[config.mk]
export PLATFORM = sky130hd
export DESIGN_NAME = irq_priority_arbiter
export DESIGN_NICKNAME = d
export VERILOG_FILES = /design/src/rtl/irq_priority_arbiter.sv
export SDC_FILE = /design/constraint.sdc
export NUM_CORES = 1
export LEC_CHECK = 0
export BUFFER_PORTS_ARGS = -buffer_cell sky130_fd_sc_hd__buf_2
export CORE_AREA = 2 2 73 75
export CTS_CLUSTER_DIAMETER = 60
export DETAILED_ROUTE_END_ITERATION = 10
export DIE_AREA = 0 0 75 77
export PLACE_DENSITY = 0.76
export SYNTH_ARGS = -nofsm -noshare
export SYNTH_HDL_FRONTEND = slang
export SYNTH_SLANG_ARGS = --single-unit
[constraint.sdc]
create_clock -name CLK -period 8.1 [get_ports CLK]
set_input_delay 0.405 -clock CLK [delete_from_list [all_inputs] [get_ports CLK]]
set_output_delay 0.405 -clock CLK [all_outputs]
set_load 0.02 [all_outputs]
[src/rtl/irq_priority_arbiter.sv]
// Level-interrupt gateway and priority arbiter with a claim/complete handshake.
// Serves one outstanding interrupt at a time and presents the best eligible source to the core.
module irq_priority_arbiter #(
    parameter int N_SRC  = 8,
    parameter int PRIO_W = 3,
    parameter int ID_W   = 4
) (
    input  logic                      CLK,
    input  logic                      nRST,
    input  logic [N_SRC-1:0]          src_level,
    input  logic [N_SRC-1:0]          src_enable,
    input  logic [N_SRC*PRIO_W-1:0]   src_prio,
    input  logic [PRIO_W-1:0]         threshold,
    input  logic                      claim,
    input  logic                      complete,
    input  logic [ID_W-1:0]           complete_id,
    output logic                      irq,
    output logic [ID_W-1:0]           claim_id,
    output logic [ID_W-1:0]           active_id,
    output logic [N_SRC-1:0]          pending,
    output logic                      cmpl_err
);

    typedef enum logic [1:0] {
        IDLE    = 2'd0,
        REQ     = 2'd1,
        SERVICE = 2'd2
    } state_t;

    state_t              state_reg;
    logic                irq_reg;
    logic [ID_W-1:0]     claim_id_reg;
    logic [ID_W-1:0]     active_id_reg;
    logic [N_SRC-1:0]    pending_reg;
    logic [N_SRC-1:0]    pending_next;
    logic                cmpl_err_reg;

    logic [N_SRC-1:0]    eligible;
    logic [N_SRC-1:0]    set_vec;
    logic [N_SRC-1:0]    clr_vec;
    logic                claim_accept;
    logic [ID_W-1:0]     winner;
    logic [PRIO_W-1:0]   best_prio;

    assign claim_accept = (state_reg == REQ) && claim;

    // The source in service is masked from the gateway so a held level is not delivered twice.
    generate
        for (genvar gi = 0; gi < N_SRC; gi++) begin : g_src
            assign eligible[gi]     = pending_reg[gi] && src_enable[gi] &&
                                      (src_prio[(gi+1)*PRIO_W-1 -: PRIO_W] > threshold);
            assign set_vec[gi]      = src_level[gi] && !pending_reg[gi] &&
                                      (active_id_reg != ID_W'(gi + 1));
            assign clr_vec[gi]      = claim_accept && (claim_id_reg == ID_W'(gi + 1));
            assign pending_next[gi] = (pending_reg[gi] || set_vec[gi]) && !clr_vec[gi];
        end
    endgenerate

    // Ascending scan with a strict compare keeps the lowest ID on priority ties.
    always_comb begin
        winner    = '0;
        best_prio = '0;
        for (int i = 0; i < N_SRC; i++) begin
            if (eligible[i] && (src_prio[i*PRIO_W +: PRIO_W] > best_prio)) begin
                winner    = ID_W'(i + 1);
                best_prio = src_prio[i*PRIO_W +: PRIO_W];
            end
        end
    end

    always_ff @(posedge CLK or negedge nRST) begin
        if (!nRST) begin
            state_reg     <= IDLE;
            irq_reg       <= 1'b0;
            claim_id_reg  <= '0;
            active_id_reg <= '0;
            pending_reg   <= '0;
            cmpl_err_reg  <= 1'b0;
        end else begin
            pending_reg  <= pending_next;
            cmpl_err_reg <= 1'b0;
            case (state_reg)
                IDLE: begin
                    if (complete) begin
                        cmpl_err_reg <= 1'b1;
                    end
                    if (winner != '0) begin
                        state_reg    <= REQ;
                        irq_reg      <= 1'b1;
                        claim_id_reg <= winner;
                    end
                end
                REQ: begin
                    if (complete) begin
                        cmpl_err_reg <= 1'b1;
                    end
                    // The CPU is granted the ID it saw this cycle, even if the winner just changed.
                    if (claim) begin
                        state_reg     <= SERVICE;
                        active_id_reg <= claim_id_reg;
                        irq_reg       <= 1'b0;
                        claim_id_reg  <= '0;
                    end else if (winner == '0) begin
                        state_reg    <= IDLE;
                        irq_reg      <= 1'b0;
                        claim_id_reg <= '0;
                    end else begin
                        claim_id_reg <= winner;
                    end
                end
                SERVICE: begin
                    if (complete) begin
                        if (complete_id == active_id_reg) begin
                            state_reg     <= IDLE;
                            active_id_reg <= '0;
                        end else begin
                            cmpl_err_reg <= 1'b1;
                        end
                    end
                end
                default: begin
                    state_reg <= IDLE;
                end
            endcase
        end
    end

    assign irq       = irq_reg;
    assign claim_id  = claim_id_reg;
    assign active_id = active_id_reg;
    assign pending   = pending_reg;
    assign cmpl_err  = cmpl_err_reg;

endmodule

## Word-level counts from Yosys, hierarchy flattened

Index checks and enable logic that the tools add are counted.

- Word-level logic and storage cells: 174
- Register bits: 20
- Input bits: 51
- Output and inout port bits: 18

- $lt $le $gt $ge: 16
- Mux-type cells: 37
- Equal/unequal tests: 24
- Reduce and logical (&&, ||, !) cells: 91

Operator list:

| operator | number |
|---|---|
| 1-bit logical AND | 57 |
| 4-bit two-way mux | 12 |
| 3-bit > comparator | 15 |
| 3-bit two-way mux | 7 |
| 4-bit by 3-bit == test with 1-bit output (second input constant) | 4 |
| 1-bit zero test | 16 |
| 4-bit by 3-bit != test with 1-bit output (second input constant) | 4 |
| 4-bit one-hot mux with 2 select lines | 2 |
| 2-bit two-way mux | 6 |
| 4-bit by 2-bit == test with 1-bit output (second input constant) | 2 |
| 1-bit logical OR | 8 |
| 2-bit != test (second input constant) | 4 |
| 4-bit by 2-bit != test with 1-bit output (second input constant) | 2 |
| 4-bit AND reduction | 2 |
| 1-bit two-way mux | 7 |
| 2-bit one-hot mux with 3 select lines | 1 |
| 4-bit by 1-bit == test with 1-bit output (second input constant) | 1 |
| 4-bit == test | 1 |
| 4-bit == test (second input constant) | 1 |
| 4-bit zero test | 1 |
| 4-bit by 1-bit != test with 1-bit output (second input constant) | 1 |
| 4-bit != test (second input constant) | 1 |
| 1-bit one-hot mux with 2 select lines | 2 |
| 2-bit nonzero test | 2 |
| 9 further kinds | 9 |

## Logic depth before layout (Yosys ltp)

Gate-level depths: netlist of run 1.

- Word-level depth: 29
- Gate-level depth with buffers: 51
- Mapped depth without buffers: 51

## Worst setup path after synthesis of run 1

No wires, ideal clock.

- Path type: input port to flip-flop
- Start: in threshold[1]
- End: reg claim_id_reg[0], in the netlist claim_id[0]
- Cell stages on the path: 48
- Setup time: 0.121 ns
- Required time: 7.979 ns
- Buffers on the path: 0
- Path slack: -1.572 ns
- Arrival: 9.551 ns
- Cells stage by stage: inv_1 > ha_1 > nor2b_1 > o311a_1 > and3_4 > ha_1 > nand3b_1 > a22o_1 > nor2_2 > mux2_2 > ha_1 > a31oi_1 > nand3_2 > o211ai_1 > o21ai_0 > ha_1 > nand3_1 > and4_4 > [... 12 more ...] > nor2_1 > or2_2 > nand3b_1 > a31oi_4 > mux2_4 > ha_1 > nand3_1 > nand4_1 > a221oi_1 > mux2_2 > ha_1 > nand3_1 > nand4_1 > nor3_1 > nor2_1 > nand2_1 > o41ai_4 > a22o_1

- Longest elaborated chain between the ends: 29
- Elaborated cells on any way between the ends: 54
- Those cells by class: order compare: 15; eq/ne: 1; mux: 19; reduce/logical: 19

RTL lines:

| what | RTL line | RTL |
|---|---|---|
| from (decl) | 13 | `input logic [PRIO_W-1:0] threshold,` |
| 3-bit > comparator | 51 | `(src_prio[(gi+1)*PRIO_W-1 -: PRIO_W] > threshold);` |
| 1-bit logical AND | 50 | `assign eligible[gi] = pending_reg[gi] && src_enable[gi] &&` |
| 1-bit logical AND | 64 | `if (eligible[i] && (src_prio[i*PRIO_W +: PRIO_W] > best_prio)) begin` |
| 3-bit two-way mux | 64 |  |
| 3-bit > comparator | 64 |  |
| 1-bit logical AND | 64 |  |
| 3-bit two-way mux | 64 |  |
| 3-bit > comparator | 64 |  |
| [... 13 more ...] | n/a |  |
| 3-bit two-way mux | 64 |  |
| 3-bit > comparator | 64 |  |
| 1-bit logical AND | 64 |  |
| 4-bit two-way mux (*) | 64 |  |
| 4-bit zero test | 103 | `end else if (winner == '0) begin` |
| 4-bit two-way mux | 103 |  |
| 4-bit two-way mux | 98 | `if (claim) begin` |
| 4-bit one-hot mux with 2 select lines | 82 | `case (state_reg)` |
| to (signal assigned) | 90 | `claim_id_reg <= winner;` |
| to (signal assigned) | 108 | `claim_id_reg <= winner;` |
| to (decl) | 32 | `logic [ID_W-1:0] claim_id_reg;` |

Mark *: on every way between the ends. The rest lies on a longest branch, timed or not. The select of a mux whose other input is x is not followed.
A chain may end at the register's enable or synchronous reset.

## Worst setup path in the final report of run 1

- Start: in threshold[1]
- End: reg claim_id_reg[1], in the netlist claim_id[1]

The elaborated chain is that of the path after synthesis.

==> results.txt, run 1 <==
DRC viols = 0
Syn Nets = 361
crit path max fanout = 5
Cell Rows = 26
commonest non-fill, non-tap cells in the layout = buf_2 (67), buf_4 (39), ha_1 (32), a21oi_1 (24), dfrtp_1 (20)
Avg Cell Area, Syn = 8.65 sq um
Mapped Area = 2330 sq um
FF+latch count, synth = 20
share of the synthesized area in the top cell type = 0.221
Mapped Cells = 269
die area = 5780 sq um
Design Power = 0.694 mW
Layout Nets = 470
register area share after synthesis = 0.215
P&R area growth vs syn = 45.0%
DIE HEIGHT = 77 um
Tcrit/Tclk final = 1.11
GP Congestion = 0.887
EDFF count, synth = 0
top sig layer = met4
first-pass GRT wire length = 10.7 mm
clock-pin slew on the worst setup and hold paths = 70 ps
clock insertion delay at the later pin of the skew report = 260 ps
leakage = 1.58 nW
hold_buf cts = 0
clk sinks = 20
Setup TNS = -5340 ps
Overflow after GRT = 0
worst setup margin = -906 ps
most common cell after layout, fill and taps aside = buf_2
Slew @ Worst Pin = 566 ps
Antenna Cells = 0
worst hold path class = input port to async pin
area leader, netlist = ha_1
minimum clock period = 9010 ps
Root Buffer = clkbuf_8
peak supply drop = 0.000154 V
Req. time, crit path = 8250 ps
max reg flops = 8
final hold viol count = 0
Core Region = 4980 sq um
CP Data Arrival Time = 9150 ps
H-tree Lvls = 1
post-route ant nets = 0
I/O Buffers = 68
maximum clock insertion buffer count = 2
Post-Route M1 WL = 3.08 mm
Total GRT Usage = 0.232
largest net degree at the start of global routing = 21
Pre-antenna DRT Iters = 4
DR iter-0 viols = 120
slew margin rel. = 0.618
Final Max Slew Viols = 0
dpl hpwl = 5.55 mm
vias in the first global route = 2420
layout cells sized above 1 = 0.441
via count = 2500
final setup fails = 6
initial antenna violation count = 0
critical path startpoint category = input port
failing checks = setup timing
final core occ = 0.677
reg2reg start = pending[0]
Ys Warns = 0
most used cell, CP = ha_4
slowest stage cell, crit path = a221oi_4
max cap viols = 0
die width = 75 um
worst clock skew = 1.25 ps
Via density = 5.61
final WL = 6.85 mm
Max Clk Rate = 111 MHz
met3 WL = 197 um
met2 WL = 3.54 mm
wire per inst = 15.4 um
IO Pins = 69
critical path type = input port to flop
ranking of synthesized cells by area = ha_1 (22%), dfrtp_1 (22%), a21oi_1 (5.6%)
fraction of registers with async set/reset = 1.00
status = finished, violations left
synth unique cells = 55
Worst R2R Path Depth = 46
initial core utilization = 0.467
CTS tree = done
Num CTS Buffers = 3
CP Capture Type = flop
RSZ-0062 raised after global routing = yes
Power Dens Cells = 206 nW/um^2
main flop type after synthesis = dfrtp_1
Max stage delay on crit path = 340 ps
Setup crit start = threshold[1]
==> timing repair <==
action / CTS / global route
setup buffers: 4 / 6
gates resized for setup: 15 / 14
pin swaps: 33 / 3
setup endpoints to repair: 6 / 6
==> power breakdown <==
group	total (mW)	switching, mW	leakage, nW	internal, mW
registers	0.179	0.0508	0.223	0.129
logic	0.450	0.231	1.33	0.220
clock network	0.0643	0.0312	0.0216	0.0331
==> cell usage after synthesis (4+ instances only) <==
cell type / count
xor2_1: 4
a22o_1: 7
nand2_1: 18
mux2_2: 5
o21a_1: 7
nand3_1: 17
dfrtp_1: 20
o21ai_0: 9
nand3b_1: 6
ha_1: 41
nor2_1: 15
a21o_1: 4
a21oi_1: 26
nor2b_1: 10
inv_1: 20
a31oi_1: 5
==> critical path, delay by kind of cell <==
family | cells | cell delay [ps]
muxes | 4 | 1240
buffers and inverters | 3 | 350
AOI/OAI and AO/OA | 16 | 2980
adders and majority gates | 8 | 1790
and+or+nand+nor | 19 | 2390
==> metrics by stage <==
step / worst slack, ps / std cells / cell area (sq um) / hold slack (ps)
after global placement: -1090 / 433 / 3090 / 375
after floorplan: -1010 / 269 / 2460 / 109
after detailed placement: -1380 / 433 / 3090 / 374
final: -906 / 446 / 3370 / 84.8
after CTS: -850 / 440 / 3240 / 100
after global routing: -1330 / 446 / 3370 / 126
==> logic make-up after synthesis <==
family                     after synthesis  share of synthesized area
AOI/OAI and AO/OA                       87                      0.272
xor gates and xnor gates                 4                     0.0151
adders and majority gates               41                      0.221
buffers and inverters                   23                     0.0403
DFF                                     20                      0.215
muxes                                    7                     0.0350
and+or+nand+nor                         87                      0.202
==> path summary, 6_finish.rpt <==
check                               to  slack, ps
max                        claim_id[1]       -910
min                         pending[7]         80
max reg2reg                claim_id[1]       -520
min reg2reg                        irq        520
max in group asynchronous   pending[5]       7710
min in group CLK              cmpl_err        400
==> cell type report <==
type	count	area, sq um
Clock buffer	3	41.3
Fill cell	411	1610
Inverter	20	78.8
Multi-Input combinational cell	226	2020
Sequential cell	20	500
Tap cell	70	87.6
Timing Repair Buffer	107	639
==> per-layer routing <==
layer | vias to the layer above | track usage
li1 | 1233 | -
met3 | 4 | 0.0131
met2 | 59 | 0.418
met5 | - | 0
met4 | 0 | 0.0500
met1 | 1204 | 0.297
No activity file was read; power rests on OpenSTA's default activity.
==> run 2: changes to the inputs <==
CORE_AREA = 2 2 72 74   (was 2 2 73 75)
DIE_AREA = 0 0 74 76   (was 0 0 75 77)
PLACE_DENSITY = 0.74   (was 0.76)
clock period = 8.3 ns   (was 8.1 ns; I/O delays follow)
==> run 2 against run 1 <==
The flow still finishes with violations (setup timing). Non-clock buffer count up 17. Critical path type unchanged. Die area shrank 2.6%. Clock power shrank 5.3%. Final cell count grew 3.8%. Critical path depth is 2 higher.
==> results.txt, run 2 (synthesis results as in run 1) <==
final core occ = 0.713 (was 0.677)
via count = 2578 (was 2500)
initial core utilization = 0.474 (was 0.467)
Tcrit/Tclk final = 1.11
Placed Area = 3090 sq um (unchanged)
clock insertion delay at the later pin of the skew report = 250 ps (was 260 ps)
Slew @ Worst Pin = 693 ps (was 566 ps)
slew margin rel. = 0.532 (was 0.618)
Setup crit start = threshold[1] (unchanged)
Post-Route M1 WL = 3.08 mm (unchanged)
die area = 5620 sq um (was 5780 sq um)
worst setup margin = -878 ps (was -906 ps)
Pre-antenna DRT Iters = 4 (unchanged)
Num CTS Buffers = 3 (unchanged)
IO Pins = 69 (unchanged)
most common cell after layout, fill and taps aside = buf_2 (unchanged)
Power Dens Cells = 202 nW/um^2 (was 206 nW/um^2)
Via density = 5.57 (was 5.61)
largest net degree at the start of global routing = 21 (unchanged)
critical path type = input port to flop (unchanged)
first-pass GRT wire length = 11.2 mm (was 10.7 mm)
critical path startpoint category = input port (unchanged)
Filler cells = 361 (was 411)
clock-pin slew on the worst setup and hold paths = 60 ps (was 70 ps)
met2 WL = 3.70 mm (was 3.54 mm)
Max Clk Rate = 109 MHz
minimum clock period = 9180 ps
Root Buffer = clkbuf_8 (unchanged)
status = finished, violations left (unchanged)
most used cell, CP = ha_4 (unchanged)
CP Data Arrival Time = 9320 ps (was 9150 ps)
final instance area = 3500 sq um (was 3370 sq um)
I/O Buffers = 68 (unchanged)
Final Max Slew Viols = 0 (unchanged)
layout cells sized above 1 = 0.468 (was 0.441)
DRC viols = 0 (unchanged)
top sig layer = met4 (unchanged)
final hold viol count = 0 (unchanged)
maximum clock insertion buffer count = 2 (unchanged)
Worst R2R Path Depth = 48 (was 46)
non-filler cells, final = 463 (was 446)
crit path max fanout = 4 (was 5)
P&R area growth vs syn = 50.6% (was 45.0%)
hold_buf cts = 0 (unchanged)
final setup fails = 6 (unchanged)
DIE HEIGHT = 76 um (was 77 um)
Overflow after GRT = 0 (unchanged)
leakage = 1.67 nW (was 1.58 nW)
initial antenna violation count = 0 (unchanged)
final WL = 7.25 mm (was 6.85 mm)
Total GRT Usage = 0.250 (was 0.232)
peak supply drop = 0.000181 V (was 0.000154 V)
max cap viols = 0 (unchanged)
wire per inst = 15.7 um (was 15.4 um)
post-route ant nets = 0 (unchanged)
max reg flops = 8 (unchanged)
commonest non-fill, non-tap cells in the layout = buf_2 (67), buf_4 (55), ha_1 (31), a21oi_1 (22), dfrtp_1 (20) (was buf_2 (67), buf_4 (39), ha_1 (32), a21oi_1 (24), dfrtp_1 (20))
die width = 74 um (was 75 um)
clk sinks = 20 (unchanged)
Core Region = 4910 sq um (was 4980 sq um)
CP Capture Type = flop (unchanged)
CTS tree = done (unchanged)
failing checks = setup timing (unchanged)
Req. time, crit path = 8440 ps (was 8250 ps)
reg2reg start = pending[0] (unchanged)
met3 WL = 298 um (was 197 um)
Antenna Cells = 0 (unchanged)
worst hold path class = input port to async pin (unchanged)
DR iter-0 viols = 118 (was 120)
RSZ-0062 raised after global routing = yes (unchanged)
slowest stage cell, crit path = o311a_1 (was a221oi_4)
Layout Nets = 487 (was 470)
worst clock skew = 0.790 ps (was 1.25 ps)
Max stage delay on crit path = 410 ps (was 340 ps)
vias in the first global route = 2497 (was 2420)
Cell Rows = 26 (unchanged)
dpl hpwl = 5.24 mm (was 5.55 mm)
GP Congestion = 0.849 (was 0.887)
H-tree Lvls = 1 (unchanged)
dpl cells = 433 (unchanged)
run 2: final cells by class:
type                    count  area, sq um  share of cell area
clock buffers               3         41.3              0.0118
inverters                  20         78.8              0.0225
multi-input cells         226         2020               0.578
flip-flops and latches     20          500               0.143
well taps                  70         87.6              0.0250
repair buffers            124          771               0.220
run 2: power breakdown:
group | internal, mW | switching (mW)
Sequential | 0.126 | 0.0482
Clock | 0.0323 | 0.0286
Combinational | 0.235 | 0.237
Total | 0.393 | 0.314
run 2: worst max-delay path, delay by kind of cell:
family | cells | cell delay (ps)
mux | 4 | 1250
buf+inv | 3 | 340
compound gates | 13 | 2490
simple gates | 24 | 2950
fa+ha+maj | 8 | 1880
run 2: repair_timing:
item	4_1_cts	5_1_grt
setup buffers	21	7
pin swaps	34	34
setup endpoints to repair	6	6
resized for setup	17	14
run 2: metrics by stage:
| step | total power, mW | setup slack (ps) | hold slack [ps] | TNS [ps] |
|---|---|---|---|---|
| after detailed placement | 0.561 | -1120 | 381 | -6530 |
| after global placement | 0.551 | -893 | 383 | -5140 |
| final | 0.706 | -878 | 90.2 | -5000 |
| after floorplan | 0.435 | -817 | 119 | -4790 |
| after CTS | 0.663 | -710 | 103 | -3940 |
| after global routing | 0.759 | -1350 | 120 | -7790 |
run 2: layer usage:
layer,global-route usage,up-vias
met5,0,-
met4,0.0564,0
met3,0.0172,21
met2,0.441,79
met1,0.328,1210
li1,-,1268
run 2: worst paths after layout:
path | to | slack (ps)
worst min-delay path | state_reg[1] | 90
worst max register to register | irq | -480
worst max-delay path | irq | -880
min in group CLK | cmpl_err | 400
worst min register to register | irq | 540
max in group asynchronous | pending[4] | 7910
